==> config.mk <==
export PLATFORM = sky130hd
export DESIGN_NAME = rx_frame_fifo_flat
export DESIGN_NICKNAME = d
export VERILOG_FILES = /design/src/rtl/rx_frame_fifo_if.sv /design/src/rtl/rx_frame_fifo.sv /design/src/flat_wrapper.sv
export SDC_FILE = /design/constraint.sdc
export NUM_CORES = 1
export LEC_CHECK = 0
export ABC_AREA = 1
export CORE_ASPECT_RATIO = 1.2
export CORE_MARGIN = 10
export CORE_UTILIZATION = 40
export DETAILED_ROUTE_END_ITERATION = 7
export SLEW_MARGIN = 20
export SYNTH_ARGS = -nofsm -noshare
export SYNTH_HDL_FRONTEND = slang
export SYNTH_SLANG_ARGS = --single-unit
==> constraint.sdc <==
create_clock -name Clk -period 3.5 [get_ports Clk]
set_clock_uncertainty 0.1 [all_clocks]
set_input_delay 0.7 -clock Clk [delete_from_list [all_inputs] [get_ports Clk]]
set_output_delay 0.7 -clock Clk [all_outputs]
set_load 0.03 [all_outputs]
==> src/rtl/rx_frame_fifo_if.sv <==
// rtl/rx_frame_fifo_if.sv - receive-side frame buffer bus (writer/reader/status signals)
// Rx_GoodCnt/Rx_BadCnt exist only when RX_FRAME_FIFO_STATS_EN is defined.
interface rx_frame_fifo_if #(
    parameter int DATA_W = 8,
    parameter int DEPTH  = 128,
    parameter int SIZE_W = $clog2(DEPTH + 1)
);
    logic [DATA_W-1:0] Rx_Data;
    logic              Rx_WrBuff;
    logic              Rx_EoF;
    logic              Rx_AbortSignal;
    logic              Rx_FrameError;
    logic              Rx_FCSen;
    logic              Rx_RdBuff;
    logic              Rx_Drop;
    logic [DATA_W-1:0] Rx_DataBuffOut;
    logic              Rx_Ready;
    logic [SIZE_W-1:0] Rx_FrameSize;
    logic              Rx_Overflow;
`ifdef RX_FRAME_FIFO_STATS_EN
    logic [7:0]        Rx_GoodCnt;
    logic [7:0]        Rx_BadCnt;
`endif

    modport master (
        output Rx_Data, Rx_WrBuff, Rx_EoF, Rx_AbortSignal, Rx_FrameError,
        output Rx_FCSen, Rx_RdBuff, Rx_Drop,
`ifdef RX_FRAME_FIFO_STATS_EN
        input  Rx_GoodCnt, Rx_BadCnt,
`endif
        input  Rx_DataBuffOut, Rx_Ready, Rx_FrameSize, Rx_Overflow
    );

    modport slave (
        input  Rx_Data, Rx_WrBuff, Rx_EoF, Rx_AbortSignal, Rx_FrameError,
        input  Rx_FCSen, Rx_RdBuff, Rx_Drop,
`ifdef RX_FRAME_FIFO_STATS_EN
        output Rx_GoodCnt, Rx_BadCnt,
`endif
        output Rx_DataBuffOut, Rx_Ready, Rx_FrameSize, Rx_Overflow
    );
endinterface

==> src/rtl/rx_frame_fifo.sv <==
// rtl/rx_frame_fifo.sv - single-frame receive buffer: collect, qualify at EoF, read out or drop
// Optional good/bad frame counters enabled by macro RX_FRAME_FIFO_STATS_EN.
module rx_frame_fifo #(
    parameter int DATA_W = 8,
    parameter int DEPTH  = 128,
    parameter int SIZE_W = $clog2(DEPTH + 1)
) (
    input logic           Clk,
    input logic           Rst,
    rx_frame_fifo_if.slave bus
);
    localparam int ADDR_W = (DEPTH > 1) ? $clog2(DEPTH) : 1;
    localparam logic [SIZE_W-1:0] DEPTH_S = SIZE_W'(DEPTH);
    localparam logic [SIZE_W-1:0] ONE     = SIZE_W'(1);
    localparam logic [SIZE_W-1:0] TWO     = SIZE_W'(2);

    typedef enum logic [1:0] {IDLE, RECV, READY} state_t;

    state_t state, state_next;

    logic [DATA_W-1:0] mem [DEPTH];
    logic [SIZE_W-1:0] count, count_upd, count_next;
    logic [SIZE_W-1:0] rdptr;
    logic [SIZE_W-1:0] frame_size, good_size;
    logic [DATA_W-1:0] dout;
    logic              overflow;

    logic              mem_we;
    logic [ADDR_W-1:0] mem_addr;
    logic              ovf_set, ovf_clr;
    logic              frame_good, frame_bad;
    logic              rd_fire, leave_ready;

    always_ff @(posedge Clk or negedge Rst) begin
        if (!Rst) begin
            state <= IDLE;
        end else begin
            state <= state_next;
        end
    end

    // The byte of a same-cycle write is counted before the EoF verdict is taken.
    always_comb begin
        state_next  = state;
        mem_we      = 1'b0;
        mem_addr    = '0;
        count_upd   = count;
        count_next  = count;
        ovf_set     = 1'b0;
        ovf_clr     = 1'b0;
        frame_good  = 1'b0;
        frame_bad   = 1'b0;
        rd_fire     = 1'b0;
        leave_ready = 1'b0;
        case (state)
            IDLE: begin
                if (bus.Rx_WrBuff) begin
                    mem_we     = 1'b1;
                    count_next = ONE;
                    ovf_clr    = 1'b1;
                    state_next = RECV;
                end
            end
            RECV: begin
                if (bus.Rx_WrBuff) begin
                    if (count < DEPTH_S) begin
                        mem_we    = 1'b1;
                        mem_addr  = count[ADDR_W-1:0];
                        count_upd = count + ONE;
                    end else begin
                        ovf_set = 1'b1;
                    end
                end
                count_next = count_upd;
                if (bus.Rx_EoF) begin
                    if (bus.Rx_AbortSignal || bus.Rx_FrameError ||
                        (bus.Rx_FCSen && (count_upd <= TWO))) begin
                        frame_bad  = 1'b1;
                        state_next = IDLE;
                    end else begin
                        frame_good = 1'b1;
                        state_next = READY;
                    end
                end
            end
            READY: begin
                ovf_set = bus.Rx_WrBuff;
                if (bus.Rx_Drop) begin
                    leave_ready = 1'b1;
                    state_next  = IDLE;
                end else if (bus.Rx_RdBuff) begin
                    rd_fire = 1'b1;
                    if ((rdptr + ONE) == frame_size) begin
                        leave_ready = 1'b1;
                        state_next  = IDLE;
                    end
                end
            end
            default: state_next = IDLE;
        endcase
    end

    always_comb begin
        bus.Rx_Ready = (state == READY);
    end

    assign good_size = bus.Rx_FCSen ? (count_upd - TWO) : count_upd;

    always_ff @(posedge Clk) begin
        if (mem_we) begin
            mem[mem_addr] <= bus.Rx_Data;
        end
    end

    // frame_size is forced to zero outside READY so the output needs no gating.
    always_ff @(posedge Clk or negedge Rst) begin
        if (!Rst) begin
            count      <= '0;
            rdptr      <= '0;
            frame_size <= '0;
            dout       <= '0;
            overflow   <= 1'b0;
        end else begin
            count <= count_next;
            if (frame_good) begin
                rdptr      <= '0;
                frame_size <= good_size;
            end else if (rd_fire) begin
                rdptr <= rdptr + ONE;
            end
            if (leave_ready) begin
                frame_size <= '0;
            end
            if (rd_fire) begin
                dout <= mem[rdptr[ADDR_W-1:0]];
            end
            if (ovf_clr) begin
                overflow <= 1'b0;
            end else if (ovf_set) begin
                overflow <= 1'b1;
            end
        end
    end

    assign bus.Rx_DataBuffOut = dout;
    assign bus.Rx_FrameSize   = frame_size;
    assign bus.Rx_Overflow    = overflow;

`ifdef RX_FRAME_FIFO_STATS_EN
    logic [7:0] good_cnt, bad_cnt;

    always_ff @(posedge Clk or negedge Rst) begin
        if (!Rst) begin
            good_cnt <= '0;
            bad_cnt  <= '0;
        end else begin
            if (frame_good && (good_cnt != 8'hFF)) begin
                good_cnt <= good_cnt + 8'd1;
            end
            if (frame_bad && (bad_cnt != 8'hFF)) begin
                bad_cnt <= bad_cnt + 8'd1;
            end
        end
    end

    assign bus.Rx_GoodCnt = good_cnt;
    assign bus.Rx_BadCnt  = bad_cnt;
`endif
endmodule

==> src/flat_wrapper.sv <==
// flat-port wrapper written by rule: the top's interface ports become plain ports
module rx_frame_fifo_flat 
#(
    parameter int DATA_W = 8,
    parameter int DEPTH  = 128,
    parameter int SIZE_W = $clog2(DEPTH + 1)
)
  (Clk, Rst, bus_Rx_Data, bus_Rx_WrBuff, bus_Rx_EoF, bus_Rx_AbortSignal, bus_Rx_FrameError, bus_Rx_FCSen, bus_Rx_RdBuff, bus_Rx_Drop, bus_Rx_DataBuffOut, bus_Rx_Ready, bus_Rx_FrameSize, bus_Rx_Overflow);
  rx_frame_fifo_if #(.DATA_W(DATA_W), .DEPTH(DEPTH), .SIZE_W(SIZE_W)) bus_i ();
  input logic Clk;
  input logic Rst;
  input wire logic [$bits(bus_i.Rx_Data)-1:0] bus_Rx_Data;
  input wire logic [$bits(bus_i.Rx_WrBuff)-1:0] bus_Rx_WrBuff;
  input wire logic [$bits(bus_i.Rx_EoF)-1:0] bus_Rx_EoF;
  input wire logic [$bits(bus_i.Rx_AbortSignal)-1:0] bus_Rx_AbortSignal;
  input wire logic [$bits(bus_i.Rx_FrameError)-1:0] bus_Rx_FrameError;
  input wire logic [$bits(bus_i.Rx_FCSen)-1:0] bus_Rx_FCSen;
  input wire logic [$bits(bus_i.Rx_RdBuff)-1:0] bus_Rx_RdBuff;
  input wire logic [$bits(bus_i.Rx_Drop)-1:0] bus_Rx_Drop;
  output wire logic [$bits(bus_i.Rx_DataBuffOut)-1:0] bus_Rx_DataBuffOut;
  output wire logic [$bits(bus_i.Rx_Ready)-1:0] bus_Rx_Ready;
  output wire logic [$bits(bus_i.Rx_FrameSize)-1:0] bus_Rx_FrameSize;
  output wire logic [$bits(bus_i.Rx_Overflow)-1:0] bus_Rx_Overflow;
  assign bus_i.Rx_Data = bus_Rx_Data;
  assign bus_i.Rx_WrBuff = bus_Rx_WrBuff;
  assign bus_i.Rx_EoF = bus_Rx_EoF;
  assign bus_i.Rx_AbortSignal = bus_Rx_AbortSignal;
  assign bus_i.Rx_FrameError = bus_Rx_FrameError;
  assign bus_i.Rx_FCSen = bus_Rx_FCSen;
  assign bus_i.Rx_RdBuff = bus_Rx_RdBuff;
  assign bus_i.Rx_Drop = bus_Rx_Drop;
  assign bus_Rx_DataBuffOut = bus_i.Rx_DataBuffOut;
  assign bus_Rx_Ready = bus_i.Rx_Ready;
  assign bus_Rx_FrameSize = bus_i.Rx_FrameSize;
  assign bus_Rx_Overflow = bus_i.Rx_Overflow;
  rx_frame_fifo #(.DATA_W(DATA_W), .DEPTH(DEPTH), .SIZE_W(SIZE_W)) u_core (.Clk(Clk), .Rst(Rst), .bus(bus_i));
endmodule
* Word level (Yosys, flattened, before mapping)
Memory sizes are Yosys's and may differ from the RTL's. A register that Yosys moved wholly into a read port is not among the register bits.
Cells that the tools add are included.
** Word-level totals
- Memory bits (writable) :: 1024
- Flip-flop bits (word level) :: 27
- Output and inout bits :: 18
- Bits of input ports :: 17
- Memories kept :: 1
- Word-level logic and storage cells :: 72
** Operators by class
- $add $sub $neg :: 3
- Muxes and demuxes :: 43
- Magnitude comparators :: 2
- Eq/ne operators :: 7
- Reductions and logical operators :: 11
** Memory list
- u_core.mem :: depth 128, bits a word 8, read ports 1, clocked after memory_dff 1, write ports 1, line rx_frame_fifo.sv:21 : logic [DATA_W-1:0] mem [DEPTH];
** Operator list (count)
- 8-bit two-way mux :: 10
- 7-bit two-way mux :: 3
- 1-bit two-way mux :: 20
- 8-bit by 1-bit adder with 8-bit output, second input constant :: 2
- 8-bit case mux with 2 select lines :: 1
- 2-bit two-way mux :: 6
- 8-bit equality test :: 1
- 8-bit by 2-bit <= comparator with 1-bit output, second input constant :: 1
- 8-bit less-than comparator, second input constant :: 1
- 2-bit nonzero test :: 4
- 8-bit by 2-bit subtractor with 8-bit output, second input constant :: 1
- 2-bit case mux with 3 select lines :: 1
- 2-bit != test, second input constant :: 2
- 1-bit case mux with 2 select lines :: 2
- 4-bit AND reduction :: 1
- 3-bit by 2-bit != test with 1-bit output, second input constant :: 1
- 3-bit != test, second input constant :: 1
- 2-bit by 1-bit equality test with 1-bit output, second input constant :: 1
- 2-bit equality test, second input constant :: 1
- 2-bit zero test :: 1
- 1-bit logical OR :: 2
- 2-bit AND reduction :: 1
- 1-bit logical AND :: 1
- 1-bit zero test :: 1

* Logic depth before layout (Yosys ltp)
Gate-level depths: netlist of run 1.
- Depth after elaboration :: 12
- Gate-level depth with buffers :: 16
- Depth with buffers taken out :: 15

* Worst setup path before layout of run 1
No wires, ideal clock.
- Path type :: input to register
- Start :: input port bus_Rx_WrBuff
- End :: memory u_core.mem[60][0] (enable)
- Cell stages on the path :: 8
- Data required time :: 3030 ps
- Path slack :: 960 ps
- Buffers on the path :: 2
- Arrival time :: 2070 ps
- Setup time :: 370 ps
- Cells stage by stage :: buf_6 -> nand2_4 -> nor2_4 -> inv_1 -> nor2_2 -> nand3_1 -> clkbuf_1 -> nor2_1
** Between the ends
- Cells in the longest elaborated chain, start to end :: 4
- Elaborated cells between the ends (all ways) :: 7
- Classes of those cells :: mux (7)
** RTL lines
- start: declaration :: line flat_wrapper.sv:13 : input wire logic [$bits(bus_i.Rx_WrBuff)-1:0] bus_Rx_WrBuff;
- 1-bit two-way mux, on equally long branches :: line rx_frame_fifo.sv:65, rx_frame_fifo.sv:57
- 1-bit case mux with 2 select lines :: line rx_frame_fifo.sv:55 : case (state)
- 1-bit two-way mux :: line rx_frame_fifo.sv:110 : if (mem_we) begin
- 1-bit two-way mux (implied by the code) :: line rx_frame_fifo.sv:111 : mem[mem_addr] <= bus.Rx_Data;
- end: declaration :: line rx_frame_fifo.sv:21
Several ways; a longest one is shown, not always the timed one.

* Worst setup path after layout of run 1
- Start :: register u_core.state[1]
- End :: memory u_core.mem[48][6] (enable)
** Between the ends
- Cells in the longest elaborated chain, start to end :: 4
- Elaborated cells between the ends (all ways) :: 6
- Classes of those cells :: eq/ne (1); mux (4); reduce/logical (1)
** RTL lines
- start: declaration :: line rx_frame_fifo.sv:19 : state_t state, state_next;
- start signal: assignment :: line rx_frame_fifo.sv:38 : state <= state_next;
- 2-bit by 1-bit equality test with 1-bit output / 2-bit zero test (equally long branches) :: line rx_frame_fifo.sv:55
- 1-bit case mux with 2 select lines :: line rx_frame_fifo.sv:55
- 1-bit two-way mux :: line rx_frame_fifo.sv:110
- 1-bit two-way mux (implied by the code) :: line rx_frame_fifo.sv:111
Several ways; a longest one is shown, not always the timed one.

==> out/qor.yml, run 1 <==
status: "completed"
synth_fp_nets: 4320
cts_tree: "done"
arrival_ps: 3460
netlist_area_um2: 46400
worstPathMaxFanout: 12
setup_violations: 0
yosysTopAreaCell: "edfxtp_1"
clockBufferDepth: 3
coreArea_um2: 115000
hp-class: "in -> reg"
rsz0062_at_grt: "false"
drv_slew: 0
die-area_um2: 130000
syn2layout_area_growth_pct: 12.9
layout_setup_ws_ps: 269
ys_warn_count: 0
ys.flop_type: "edfxtp_1"
period_share: 0.923
yosysMostFrequentCell: "edfxtp_1"
numCtsBuffers: 97
preCtsSetupSlack_ps: 34.1
ant_nets: 0
synth.avg_cell_area_um2: 10.8
synth_top_area_share: 0.663
dr.first_iter.drc_count: 3094
clk_pin_slew_ps: 60
crit_path_start_kind: "flip-flop"
final_nets: 4424
synth.area.top_cells: "edfxtp_1 66%, nand3_1 8.4%, nand2_1 8.0%"
ir_worst_vdd_v: 0.000715
synth_commonest_cells: "1024 x edfxtp_1, 983 x nand2_1, 780 x nand3_1, 517 x inv_1, 334 x nor2_1"
viasPerCell: 5.14
die_h_um: 393
dp_hpwl_mm: 77.1
synthAdderAreaFrac: 0.00189
routabilityCongestion: 0.909
grt_max_degree: 136
crit_path_end_kind: "flip-flop"
path_class: "reg -> reg"
p_per_area_nw_per_um2: 709
fmax_mhz: 309
ys_async_sr_fraction: 0.0331
row_count: 136
synth_xor_area_frac: 0.00124
root_buffer: "clkbuf_16"
synth_edf_count: 1024
postCtsSetupRepairBufs: 0
yosys.area_share.simple: 0.210
drc: 0
tightestPinTransition_ps: 901
hold-worst-slack_ps: 291
pin_count: 35
numClockSinks: 1059
synth_compound_area_frac: 0.0287
drive_above_1_share: 0.113
antenna_found_initial: 1
wl_mm: 124
dr.pass1.iters: 5
synth.yosys.seq_area_share: 0.682
cp.required_ps: 3730
setup-tns-final_ps: 0
start_util: 0.404
muxShareOfSynthArea: 0
period_needed_ps: 3230
finalHoldViolCount: 0
grt_pass1_wl_mm: 187
yosysUniqueCellTypes: 42
wire_per_inst_um: 20.7
slew_headroom: 0.399
maxCapViolCount: 0
die_x_um: 331
insertion_delay_ps: 710
ys_ff_latch: 1059
synthCells: 4296
htreeDepth: 3
grt_overflow_total: 0
synth_top_family_by_area: "simple AND/OR/NAND/NOR gates"
port-buffer-count: 34
dr_total_vias: 30800
p_leak_nw: 20.3
grt_use_total: 0.189
grt_pass1_vias: 30000
-- report_power, final --
part	switching [mW]	total [mW]	internal [mW]
Sequential	0.243	14.3	14.1
Clock	4.74	10.9	6.14
Combinational	8.37	11.9	3.54
-- area by class of cell --
type | instances | area (µm²)
timing repair buffer | 249 | 2340
sequential | 1059 | 31600
inverter | 534 | 2020
fill | 10500 | 62500
clock buffer | 118 | 2530
clock inverter | 62 | 697
tap | 1518 | 1900
antenna | 1 | 2.50
multi-input combinational | 2459 | 11200
-- placed cells by master, fill, tap and decap left out, types with 9 or more instances in the layout --
cell	netlist	final
nand2_1	983	983
or2_2	85	85
nand3_1	780	778
inv_1	517	516
edfxtp_1	1024	1024
clkbuf_1	60	19
nor2_2	16	16
nand4_1	9	9
o211ai_1	80	80
clkinv_2	0	17
buf_12	2	32
dfrtp_1	35	31
nor2_1	334	334
inv_2	13	11
buf_4	6	189
or2_1	13	13
clkbuf_16	0	97
clkdlybuf4s50_1	0	25
bufinv_16	0	13
o21ai_1	45	45
o21ai_0	72	72
clkinv_1	3	19
-- repair_timing --
item                                   in CTS  in global routing
gates resized for setup                     0                  0
endpoints found under the hold margin      17                  0
hold buffers                                1                  0
-- registers in the layout (all words and copies together) (netlist names) --
| name | flops |
|---|---|
| u_core.bus.Rx_Overflow | 1 |
| u_core.bus.Rx_FrameSize | 8 |
| u_core.mem | 1024 |
| u_core.count | 8 |
| u_core.bus.Rx_DataBuffOut | 8 |
| u_core.rdptr | 8 |
| u_core.state | 2 |
-- critical path, stage by stage (launching register included) --
cell and delay [ps]:
dfrtp_1 410, inv_1 90, ha_1 410, inv_2 220, nor2_4 240, inv_1 130
nor3_1 230, buf_4 180, nand2_1 250, nor2_1 600
-- metrics by stage --
| step | cell area [µm²] | utilization | power [mW] | instances |
|---|---|---|---|---|
| 2_1_floorplan | 46400 | - | 22.7 | 4296 |
| 3_3_place_gp | 49100 | 0.428 | 26.4 | 5818 |
| 3_5_place_dp | 49100 | 0.428 | 26.5 | 5818 |
| 4_1_cts | 52400 | 0.456 | 37.3 | 5999 |
| 5_1_grt | 52400 | 0.456 | 38.9 | 5999 |
| 6_report | 52400 | 0.456 | 37.1 | 6000 |
-- cells by family after synthesis --
kind of cell	Yosys count
adders and majority gates	7
and+or+nand+nor	2234
xor gates and xnor gates	5
DFF	1059
buffers and inverters	778
AOI/OAI and AO/OA	213
-- worst paths after layout --
| kind | startpoint | to | slack (ps) | cells after the start |
|---|---|---|---|---|
| worst min register to register | u_core.bus.Rx_DataBuffOut[3] | u_core.bus.Rx_DataBuffOut[3] | 380 | 2 |
| worst max register to register | u_core.state[1] | u_core.mem[48][6] | 270 | 9 |
| min in group asynchronous | Rst | u_core.bus.Rx_DataBuffOut[7] | 540 | 2 |
| worst max-delay path | u_core.state[1] | u_core.mem[48][6] | 270 | 9 |
| worst min-delay path | bus_Rx_Data[6] | u_core.mem[2][6] | 290 | 1 |
| max in group asynchronous | Rst | u_core.rdptr[2] | 2120 | 2 |
-- metal layers --
metal	global-route usage	up-vias	part of all wire
met2	0.314	1066	0.48
met1	0.244	14900	0.41
li1	-	14600	-
met3	0.0306	204	0.066
met5	0	-	0
met4	0.0792	0	0.040
(Power assumes the default switching activity.)
==> inputs of run 2 (changes only) <==
--- a/config.mk
+++ b/config.mk
@@ -10,6 +10,7 @@
 export CORE_MARGIN = 10
 export CORE_UTILIZATION = 40
 export DETAILED_ROUTE_END_ITERATION = 7
+export GPL_ROUTABILITY_DRIVEN = 1
 export SLEW_MARGIN = 20
 export SYNTH_ARGS = -nofsm -noshare
 export SYNTH_HDL_FRONTEND = slang
==> results of run 2 <==
The final DEF is identical to that of run 1; final timing and power are the same.
